--- config.mk ---
export PLATFORM = sky130hd
export DESIGN_NAME = z_result_fifo
export DESIGN_NICKNAME = d
export VERILOG_FILES = /design/src/rtl/z_result_fifo.sv
export SDC_FILE = /design/constraint.sdc
export NUM_CORES = 1
export LEC_CHECK = 0
export ABC_AREA = 1
export BUFFER_PORTS_ARGS = -buffer_cell sky130_fd_sc_hd__buf_2
export CAP_MARGIN = 20
export CORE_MARGIN = 10
export CORE_UTILIZATION = 50
export CTS_CLUSTER_DIAMETER = 200
export DETAILED_ROUTE_END_ITERATION = 10
export PLACE_DENSITY = 0.82
export SETUP_SLACK_MARGIN = 0.02
export SYNTH_ARGS = -nofsm -noshare
export SYNTH_HDL_FRONTEND = slang
export SYNTH_SLANG_ARGS = --single-unit
export TNS_END_PERCENT = 30
--- constraint.sdc ---
create_clock -name clk -period 3 [get_ports clk]
set_input_delay 0.3 -clock clk [delete_from_list [all_inputs] [get_ports clk]]
set_output_delay 0.3 -clock clk [all_outputs]
set_load 0.05 [all_outputs]
--- src/rtl/z_result_fifo.sv ---
// z_result_fifo
//   DEPTH-entry circular queue of double-width ALU results ({hi,lo}).
//   The head entry is presented combinationally; either half can be driven
//   onto the internal bus without consuming it. Occupancy is tracked by an
//   explicit counter, so the pointers wrap naturally modulo DEPTH and need no
//   extra wrap bit. Sticky overflow/underflow flags report dropped pushes and
//   pops on an empty queue to the control unit.
module z_result_fifo #(
    parameter int WIDTH = 16,
    parameter int DEPTH = 4,
    localparam int CW = $clog2(DEPTH + 1)
) (
    input  logic               clk,
    input  logic               reset,
    input  logic [2*WIDTH-1:0] from_ALU,
    input  logic               Z_in,
    input  logic               Z_pop,
    input  logic               Z_out,
    input  logic               Z_sel_hi,
    input  logic               Z_clr_err,
    output logic [WIDTH-1:0]   out_to_bus,
    output logic [WIDTH-1:0]   REG_OUT_Z1,
    output logic [WIDTH-1:0]   REG_OUT_Z2,
    output logic [CW-1:0]      Z_count,
    output logic               Z_empty,
    output logic               Z_full,
    output logic               Z_overflow,
    output logic               Z_underflow
);

    // Pointer width; DEPTH is a power of two >= 2, so AW >= 1 and the
    // pointers wrap modulo DEPTH by plain binary overflow.
    localparam int AW = $clog2(DEPTH);

    // Entry storage. Deliberately not reset: stale contents are masked by the
    // empty-gating on every data output.
    logic [2*WIDTH-1:0] mem_q [DEPTH];

    logic [AW-1:0] wr_ptr_q, wr_ptr_d;
    logic [AW-1:0] rd_ptr_q, rd_ptr_d;
    logic [CW-1:0] count_q,  count_d;
    logic          ovf_q,    ovf_d;
    logic          unf_q,    unf_d;

    logic          empty;
    logic          full;
    logic          push_ok;
    logic          pop_ok;
    logic          ovf_evt;
    logic          unf_evt;

    logic [2*WIDTH-1:0] head;
    logic [WIDTH-1:0]   head_lo;
    logic [WIDTH-1:0]   head_hi;
    logic [WIDTH-1:0]   bus_sel;

    // Status decode and push/pop qualification from the current occupancy.
    always_comb begin
        empty   = (count_q == '0);
        full    = (count_q == CW'(DEPTH));
        // A pop only retires an entry when one exists.
        pop_ok  = Z_pop && !empty;
        // When full, a simultaneous pop frees the head slot this same edge,
        // so the push can be taken; otherwise a push into a full queue drops.
        push_ok = Z_in && (!full || Z_pop);
        // Error events: dropped push, and pop requested while empty. A pop on
        // empty is flagged even when a push is accepted alongside it.
        ovf_evt = Z_in && full && !Z_pop;
        unf_evt = Z_pop && empty;
    end

    // Next-state computation for pointers, occupancy and sticky flags.
    always_comb begin
        wr_ptr_d = wr_ptr_q;
        rd_ptr_d = rd_ptr_q;
        if (push_ok) begin
            wr_ptr_d = wr_ptr_q + AW'(1);
        end
        if (pop_ok) begin
            rd_ptr_d = rd_ptr_q + AW'(1);
        end
        // Simultaneous accepted push and pop cancel and leave the count as is.
        count_d = count_q + CW'(push_ok) - CW'(pop_ok);
        // Clear takes effect at the edge, but an error in the same cycle
        // re-sets the flag (set has priority over clear).
        ovf_d = (ovf_q && !Z_clr_err) || ovf_evt;
        unf_d = (unf_q && !Z_clr_err) || unf_evt;
    end

    // Control state: asynchronous active-low reset discards all entries.
    always_ff @(posedge clk or negedge reset) begin
        if (!reset) begin
            wr_ptr_q <= '0;
            rd_ptr_q <= '0;
            count_q  <= '0;
            ovf_q    <= 1'b0;
            unf_q    <= 1'b0;
        end else begin
            wr_ptr_q <= wr_ptr_d;
            rd_ptr_q <= rd_ptr_d;
            count_q  <= count_d;
            ovf_q    <= ovf_d;
            unf_q    <= unf_d;
        end
    end

    // Storage write at the tail; a dropped push leaves storage untouched.
    always_ff @(posedge clk) begin
        if (push_ok) begin
            mem_q[wr_ptr_q] <= from_ALU;
        end
    end

    // Head read path: zero-latency view of the stored head, forced to zero
    // while empty. There is no bypass from from_ALU, so a value pushed this
    // cycle only appears after the push edge.
    always_comb begin
        head    = mem_q[rd_ptr_q];
        head_lo = empty ? '0 : head[WIDTH-1:0];
        head_hi = empty ? '0 : head[2*WIDTH-1:WIDTH];
        bus_sel = Z_sel_hi ? head_hi : head_lo;
    end

    assign REG_OUT_Z1  = head_lo;
    assign REG_OUT_Z2  = head_hi;
    // Driving the bus never consumes the head; it can be held for many cycles.
    assign out_to_bus  = (Z_out && !empty) ? bus_sel : '0;
    assign Z_count     = count_q;
    assign Z_empty     = empty;
    assign Z_full      = full;
    assign Z_overflow  = ovf_q;
    assign Z_underflow = unf_q;

endmodule

**Word level (Yosys, flattened, before mapping)**

Memory sizes are Yosys's and may differ from the RTL's.
Index checks and enable logic that the tools add are counted.

- Bits in registers: 9
- Memories: 1
- Input bits: 39
- Memory bits (writable): 128

- Equal/unequal tests: 1
- Reduce and logical (&&, ||, !) cells: 16
- Multiplexer cells: 6
- Add/subtract/negate cells: 4

Memories:

| name | depth | width | read ports | clocked after Yosys merged registers in | wr ports | RTL line | text |
|---|---|---|---|---|---|---|---|
| mem_q | 4 | 32 | 1 | 0 | 1 | 37 | `logic [2*WIDTH-1:0] mem_q [DEPTH];` |

Operator list:

| operator | number |
|---|---|
| $mux W16 | 4 |
| $logic_and A1 B1 Y1 | 8 |
| $add A2 B1 Y2 const B | 2 |
| $logic_not A1 Y1 | 4 |
| $add A3 B1 Y3 | 1 |
| $eq A3 B3 Y1 const B | 1 |
| $logic_not A3 Y1 | 1 |
| $logic_or A1 B1 Y1 | 3 |
| $sub A3 B1 Y3 | 1 |
| $mux W1 | 2 |

**Longest topological paths before layout**

Gate-level depths: netlist of the first run.

- Depth after elaboration: 6
- Gate-level depth with buffers: 10

**Worst setup path after synthesis of the first run**

Ideal clock, no wire load.

- Path type: register -> register
- Start: register count_q[1] (netlist: Z_count[1])
- End: memory mem_q[0][0] in the netlist's numbering, enable pin
- Stages on the path, launching flop included: 7
- Arrival time: 2.802 ns
- Required time: 2.579 ns
- Clock period less this slack: 3.223 ns
- Setup time: 0.421 ns
- Setup slack: -0.223 ns
- Path through: dfrtp_1 > inv_1 > nand2_1 > nor2_1 > nand2_1 > nand2_2 > nor2_1

- Longest elaborated chain between the ends: 6

RTL lines:

| element | RTL line | text |
|---|---|---|
| start, declared | 41 | `logic [CW-1:0] count_q, count_d;` |
| start signal, assigned | 101 | `count_q <= count_d;` |
| $eq A3 B3 Y1 | 60 | `full = (count_q == CW'(DEPTH));` |
| net Z_full | 26 | `output logic Z_full,` |
| $logic_not A1 Y1 | 65 | `push_ok = Z_in && (!full \|\| Z_pop);` |
| $logic_or A1 B1 Y1 | 65 |  |
| $logic_and A1 B1 Y1 | 65 |  |
| $mux W1 | 109 | `if (push_ok) begin` |
| $mux W1 (not written as such) | 110 | `mem_q[wr_ptr_q] <= from_ALU;` |
| end, declared | 37 |  |

The timed path passes the listed nets, and every way through them passes these cells.

**Final worst setup path of the first run**

- Start: register rd_ptr_q[0]
- End: output port out_to_bus[2]

- Longest elaborated chain between the ends: 4

RTL lines:

| element | RTL line | text |
|---|---|---|
| start, declared | 40 | `logic [AW-1:0] rd_ptr_q, rd_ptr_d;` |
| start signal, assigned | 100 | `rd_ptr_q <= rd_ptr_d;` |
| $mem_v2 Z4 W32 * | - |  |
| $mux W16 (on tied branches) | 119, 120 |  |
| $mux W16 * | 121 | `bus_sel = Z_sel_hi ? head_hi : head_lo;` |
| $mux W16 * | 127 | `assign out_to_bus = (Z_out && !empty) ? bus_sel : '0;` |
| end, declared | 21 | `output logic [WIDTH-1:0] out_to_bus,` |

Every way passes the cells marked *; elsewhere a longest branch is shown, timed or not.

==> results of run 1 <==
==> through the flow <==
step / util / TNS, ps / instances / hold slack (ps)
global route: 0.6144 / 0 / 857 / 75.89
finish: 0.6149 / 0 / 859 / 77.03
floorplan: - / -28550 / 598 / 4.409
global placement: 0.5633 / 0 / 823 / 161.2
detailed placement: 0.5633 / 0 / 823 / 168.0
CTS: 0.6138 / 0 / 856 / 69.91
==> worst min-delay path by stage <==
stage,start,end,cells after the start
detailed placement,reset,Z_count[1]$_DFF_PN0_,1
CTS,Z_clr_err,Z_overflow$_DFF_PN0_,2
global placement,reset,Z_count[1]$_DFF_PN0_,1
floorplan,reset,Z_count[0]$_DFF_PN0_,0
global route,Z_clr_err,Z_overflow$_DFF_PN0_,2
finish,Z_clr_err,Z_overflow$_DFF_PN0_,2
==> sequential cells by signal, indices dropped and copies added (netlist names) <==
| register | cells |
|---|---|
| mem_q | 128 |
| wr_ptr_q | 2 |
| Z_overflow | 1 |
| rd_ptr_q | 2 |
| Z_underflow | 1 |
| Z_count | 3 |
==> Yosys cell counts <==
cell	count
inv_1	79
o22ai_1	1
buf_6	1
o21ai_0	1
fa_1	1
dfrtp_1	9
nand2_1	197
buf_1	3
nand2_2	1
xnor2_1	1
edfxtp_1	128
buf_4	1
nand3_1	66
xor2_1	3
inv_2	2
buf_2	16
nor2_1	40
nor3_4	1
ha_1	6
a21oi_1	33
clkbuf_1	8
==> per-layer routing <==
metal / vias to the layer above / global-route usage / part of all wire
li1: 2142 / - / -
met4: 0 / 0.07143 / 0.021
met1: 2125 / 0.2171 / 0.37
met5: - / 0 / 0
met2: 257 / 0.3075 / 0.50
met3: 33 / 0.06613 / 0.11
==> cell type report <==
cell class                 instances  area share
timing repair buffer             109     0.08676
multi-input combinational        351      0.2120
clock buffer                      22     0.06039
tap                              147     0.02501
sequential                       137      0.5534
inverter                          81     0.04134
antenna                            2   0.0006805
clock inverter                    10     0.02042
==> cells by family (layout without fill, tap and decap cells) <==
| family | after synthesis | count (layout) |
|---|---|---|
| flops | 137 | 137 |
| simple gates | 305 | 305 |
| buf+inv | 110 | 222 |
| fa+ha+maj | 7 | 7 |
| compound gates | 35 | 35 |
| xor+xnor | 4 | 4 |
| other cells | 0 | 2 |
==> critical path: cells and delay by family (launching register included) <==
| kind | cells | cell delay, ps |
|---|---|---|
| buffers and inverters | 2 | 840 |
| and+or+nand+nor | 6 | 740 |
| DFF | 1 | 360 |
==> results.md, run 1 <==
* Run status: completed
* Setup crit end kind: output port
* Most common cell after layout, fill and taps aside: nand2_1
* Worst hold path class: in -> reg
* Post-Syn Instances at 598
* CTS hold repair buffers at 1
* Synthesized cell area at 6062 sq um
* Fraction of the yosys area taken by sequential cells at 0.6712
* Final worst slack at 313.9 ps
* Skew-Pair Late Insertion Delay at 420 ps
* CTS tree: done
* Most frequent cells in the layout: nand2_1, edfxtp_1, buf_2
* Resized Gates After CTS at 0
* Drt drc at 0
* Final Hold Fails at 0
* Flip-flop and latch area at 4070 sq um
* Startpoint Class: register
* Worst r2r src: Z_count[1]$_DFF_PN0_
* Num ports at 94
* Simple-Gate Fraction of Synth Area at 0.2050
* Routed Antenna Nets at 0
* Adder-cell share of the synthesized area at 0.01569
* Ys Warns at 0
* Die height at 130.1 um
* Worst path max stage delay at 570 ps
* Synth area leader: edfxtp_1
* Fin nets at 743
* Reg clk slew, reported paths at 50 ps
* Drt total wl at 15670 um
* Setup bufs post-CTS at 0
* Clk buf depth at 2
* Synthesis-to-finish area growth at 21.32%
* Final setup viols at 0
* R2R depth at 10
* Slowest CP cell: buf_4
* Rows at 40
* Final Critical Period at 2686 ps
* Root buffer cell: clkbuf_16
* R2R Setup Slk at 840 ps
* Drt first pass iters at 5
* Critical Path Start: rd_ptr_q[0]$_DFFE_PN0P_
* RSZ-0062 raised after global routing: no
* Crit-path max FO at 67
* Crit path DAT at 2390 ps
* Fill cells at 877
* Largest family of logic cells by synthesized area: simple AND/OR/NAND/NOR gates
* Core area at 11960 sq um
* DP Worst Slack at 748.4 ps
* Slew Viols, Final at 0
* Via/cell ratio at 5.305
* Worst Clk Skew at 5.254 ps
* Number of global-route vias before repair at 4432
* DPL Wire Length at 10350 um
* Crit path required time at 2700 ps
* Initial drt markers at 549
* Worst Tran Pin Value at 723.6 ps
* Multi-input logic area at 1559 sq um
* Crit Path Class: reg -> out
* Initial antenna violation count at 1
* Area after DPL at 6738 sq um
* Tot GR Track Use at 0.1858
* Post-synthesis register bit count at 137
* Pin count of the biggest net entering global routing at 68
* Buffers added on ports at 93
* Unique masters post-synth at 21
* Reg2reg end: Z_count[2]$_DFF_PN0_
* Clock Sinks at 137
* Final Cell Area at 7355 sq um
* Grt total ovfl at 0
* Post-Synth XOR/XNOR Area at 0.005779
* Compound-gate portion of the synthesized area at 0.02910
* Critical path cell sequence: buf_4 > nand2_1 > nand3_1 > nand2_1 > nand2_1 > nand2_1 > nor2_1 > buf_2
* Max Fclk at 0.3723 GHz
* Top post-synthesis cells by area: edfxtp_1, nand2_1, nand3_1, inv_1, dfrtp_1
* Inserted Clock Buffers at 17
* Layout cell share with drive strength beyond 1 at 0.1986
* WL/cell at 18.25 um
* Period utilisation layout at 0.8954
* Multiplexer share of the synthesized area at 0
* Die width at 130.1 um
* Relative slew slack at 0.5176
* DIE AREA at 16930 sq um
* Synth top area share at 0.6341
* Initial cell density of the core at 0.5068
* CP Capture Point: out_to_bus[2]
* First-pass GRT wire length at 23850 um
* Routability Congestion at 0.8206
* Syn Area/Cell at 10.14 sq um
* Max-cap viol count at 0
* Cell mode on critical path: nand2_1
* Vias at 4557
* Syn Nets at 644
* H-tree depth at 4
Power of run 1 is left out: the tool's default activity adds up to more than one toggle a clock period on the data nets, which glitch-free logic cannot reach.
==> run 2, diff against run 1 <==
--- a/config.mk
+++ b/config.mk
@@ -8,7 +8,7 @@
 export ABC_AREA = 1
 export BUFFER_PORTS_ARGS = -buffer_cell sky130_fd_sc_hd__buf_2
 export CAP_MARGIN = 20
-export CORE_MARGIN = 10
+export CORE_MARGIN = 5
 export CORE_UTILIZATION = 50
 export CTS_CLUSTER_DIAMETER = 200
 export DETAILED_ROUTE_END_ITERATION = 10
==> run 2 against run 1 <==
Non-clock buffer count increased by 2. First-iteration DRC count fell by 34%. Via count increased by 0.88%. Largest cell class unchanged.
==> results.md, run 2 (synthesis gave the netlist of run 1 again) <==
* Die width at 120.1 um (was 130.1 um)
* Pin count of the biggest net entering global routing at 68 (unchanged)
* Crit path required time at 2700 ps (about the same)
* Worst hold path class: in -> reg (unchanged)
* Run status: completed (unchanged)
* Final Critical Period at 2696 ps (was 2686 ps)
* Routability Congestion at 0.7847 (was 0.8206)
* Root buffer cell: clkbuf_16 (unchanged)
* Synthesis-to-finish area growth at 20.35% (was 21.32%)
* Fin Setup TNS at 0 ps (unchanged)
* Setup bufs post-CTS at 0 (unchanged)
* Antenna cells at 0 (was 2)
* DPL Wire Length at 10120 um (was 10350 um)
* Max Fclk at 0.3709 GHz (was 0.3723 GHz)
* Drt drc at 0 (unchanged)
* Via/cell ratio at 5.358 (was 5.305)
* Reg clk slew, reported paths at 60 ps (was 50 ps)
* Die height at 120.1 um (was 130.1 um)
* Drt first pass iters at 5 (unchanged)
* H-tree depth at 4 (unchanged)
* Final Hold Fails at 0 (unchanged)
* Fill cells at 937 (was 877)
* Routed Antenna Nets at 0 (unchanged)
* Vias at 4597 (was 4557)
* Most frequent cells in the layout: nand2_1, edfxtp_1, buf_2 (unchanged)
* Core area at 11960 sq um (unchanged)
* Max-cap viol count at 0 (unchanged)
* First-pass GRT wire length at 23500 um (was 23850 um)
* Worst Clk Skew at 4.388 ps (was 5.254 ps)
* Clock Sinks at 137 (unchanged)
* Most common cell after layout, fill and taps aside: nand2_1 (unchanged)
* Crit-path max FO at 67 (unchanged)
* Initial cell density of the core at 0.5068 (unchanged)
* Max reg flops at 128 (unchanged)
* Drt total wl at 15200 um (was 15670 um)
* Relative slew slack at 0.4167 (was 0.5176)
* Number of global-route vias before repair at 4667 (was 4432)
* DIE AREA at 14430 sq um (was 16930 sq um)
* Crit Path Class: reg -> out (unchanged)
* Initial antenna violation count at 0 (was 1)
* CTS hold repair buffers at 1 (unchanged)
* Initial drt markers at 363 (was 549)
* Buffers added on ports at 93 (unchanged)
* Setup crit end kind: output port (unchanged)
* CTS tree: done (unchanged)
* Period utilisation layout at 0.8988 (was 0.8954)
* WL/cell at 17.71 um (was 18.25 um)
* Skew-Pair Late Insertion Delay at 410 ps (was 420 ps)
* RSZ-0062 raised after global routing: no (unchanged)
* Layout cell share with drive strength beyond 1 at 0.2068 (was 0.1986)
* Startpoint Class: register (unchanged)
* Worst Tran Pin Value at 874.0 ps (was 723.6 ps)
* Tot GR Track Use at 0.2159 (was 0.1858)
* Rows at 40 (unchanged)
* Inserted Clock Buffers at 17 (unchanged)
* Fin nets at 745 (was 743)
* Slew Viols, Final at 0 (unchanged)
* Final setup viols at 0 (unchanged)
* Crit path DAT at 2400 ps (was 2390 ps)
* Grt total ovfl at 0 (unchanged)
* Resized Gates After CTS at 0 (unchanged)
* Num ports at 94 (unchanged)
* Clk buf depth at 2 (unchanged)
* Most flops, register: mem_q (unchanged)
run 2: cell types whose count changed in the layout (fill, tap and decap cells not counted):
cell / delta
clkbuf_1: -5
buf_4: +4
clkinvlp_4: +4
buf_12: -3
bufinv_16: -2
diode_2: -2
buf_6: +1
clkinv_2: +1
clkinv_4: +1
run 2: worst paths after layout:
kind	from	to	slack (ps)	cells after the start
max	rd_ptr_q[0]$_DFFE_PN0P_	out_to_bus[7]	300	8
min	from_ALU[4]	mem_q[1][4]$_DFFE_PP_	100	1
max in group asynchronous	reset	rd_ptr_q[0]$_DFFE_PN0P_	2490	2
max reg2reg	Z_count[2]$_DFF_PN0_	Z_count[2]$_DFF_PN0_	690	8
min in group asynchronous	reset	Z_count[0]$_DFF_PN0_	300	2
min reg2reg	Z_underflow$_DFF_PN0_	Z_underflow$_DFF_PN0_	550	2
run 2: stage by stage:
step	util	setup slack, ps	hold slack [ps]	cell area (sq um)	cells
after global routing	0.6099	195.2	91.68	7296	858
after detailed placement	0.5614	705.5	168.1	6715	825
final	0.6099	303.7	101.5	7296	858
after floorplan	-	-223.0	4.409	6062	598
after CTS	0.6090	263.3	90.37	7284	857
after global placement	0.5614	756.8	160.0	6715	825
run 2: area by class of cell:
| cell class | count | area (sq um) | share of cell area |
|---|---|---|---|
| timing repair buffer | 111 | 619.3 | 0.08489 |
| inverter | 81 | 304.0 | 0.04167 |
| clock buffer | 17 | 425.4 | 0.05831 |
| tap | 147 | 183.9 | 0.02521 |
| sequential | 137 | 4070 | 0.5579 |
| multi-input combinational | 351 | 1559 | 0.2137 |
| clock inverter | 14 | 133.9 | 0.01835 |
run 2: worst max-delay path: stages, from the launching register on:
cell     delay, ps
dfrtp_2        360
buf_4          570
nand2_1        180
nand3_1        150
nand2_1        110
nand2_1        130
nand2_1         80
nor2_1         110
buf_2          260
run 2: per-layer routing:
metal | share of wire | track usage | vias up | wire (um)
li1 | - | - | 2147 | -
met3 | 0.079 | 0.05749 | 29 | 1204
met5 | 0 | 0 | - | 0
met2 | 0.50 | 0.3597 | 218 | 7671
met4 | 0.027 | 0.08876 | 0 | 404
met1 | 0.39 | 0.2675 | 2203 | 5916
Power of run 2 is left out for the same reason.
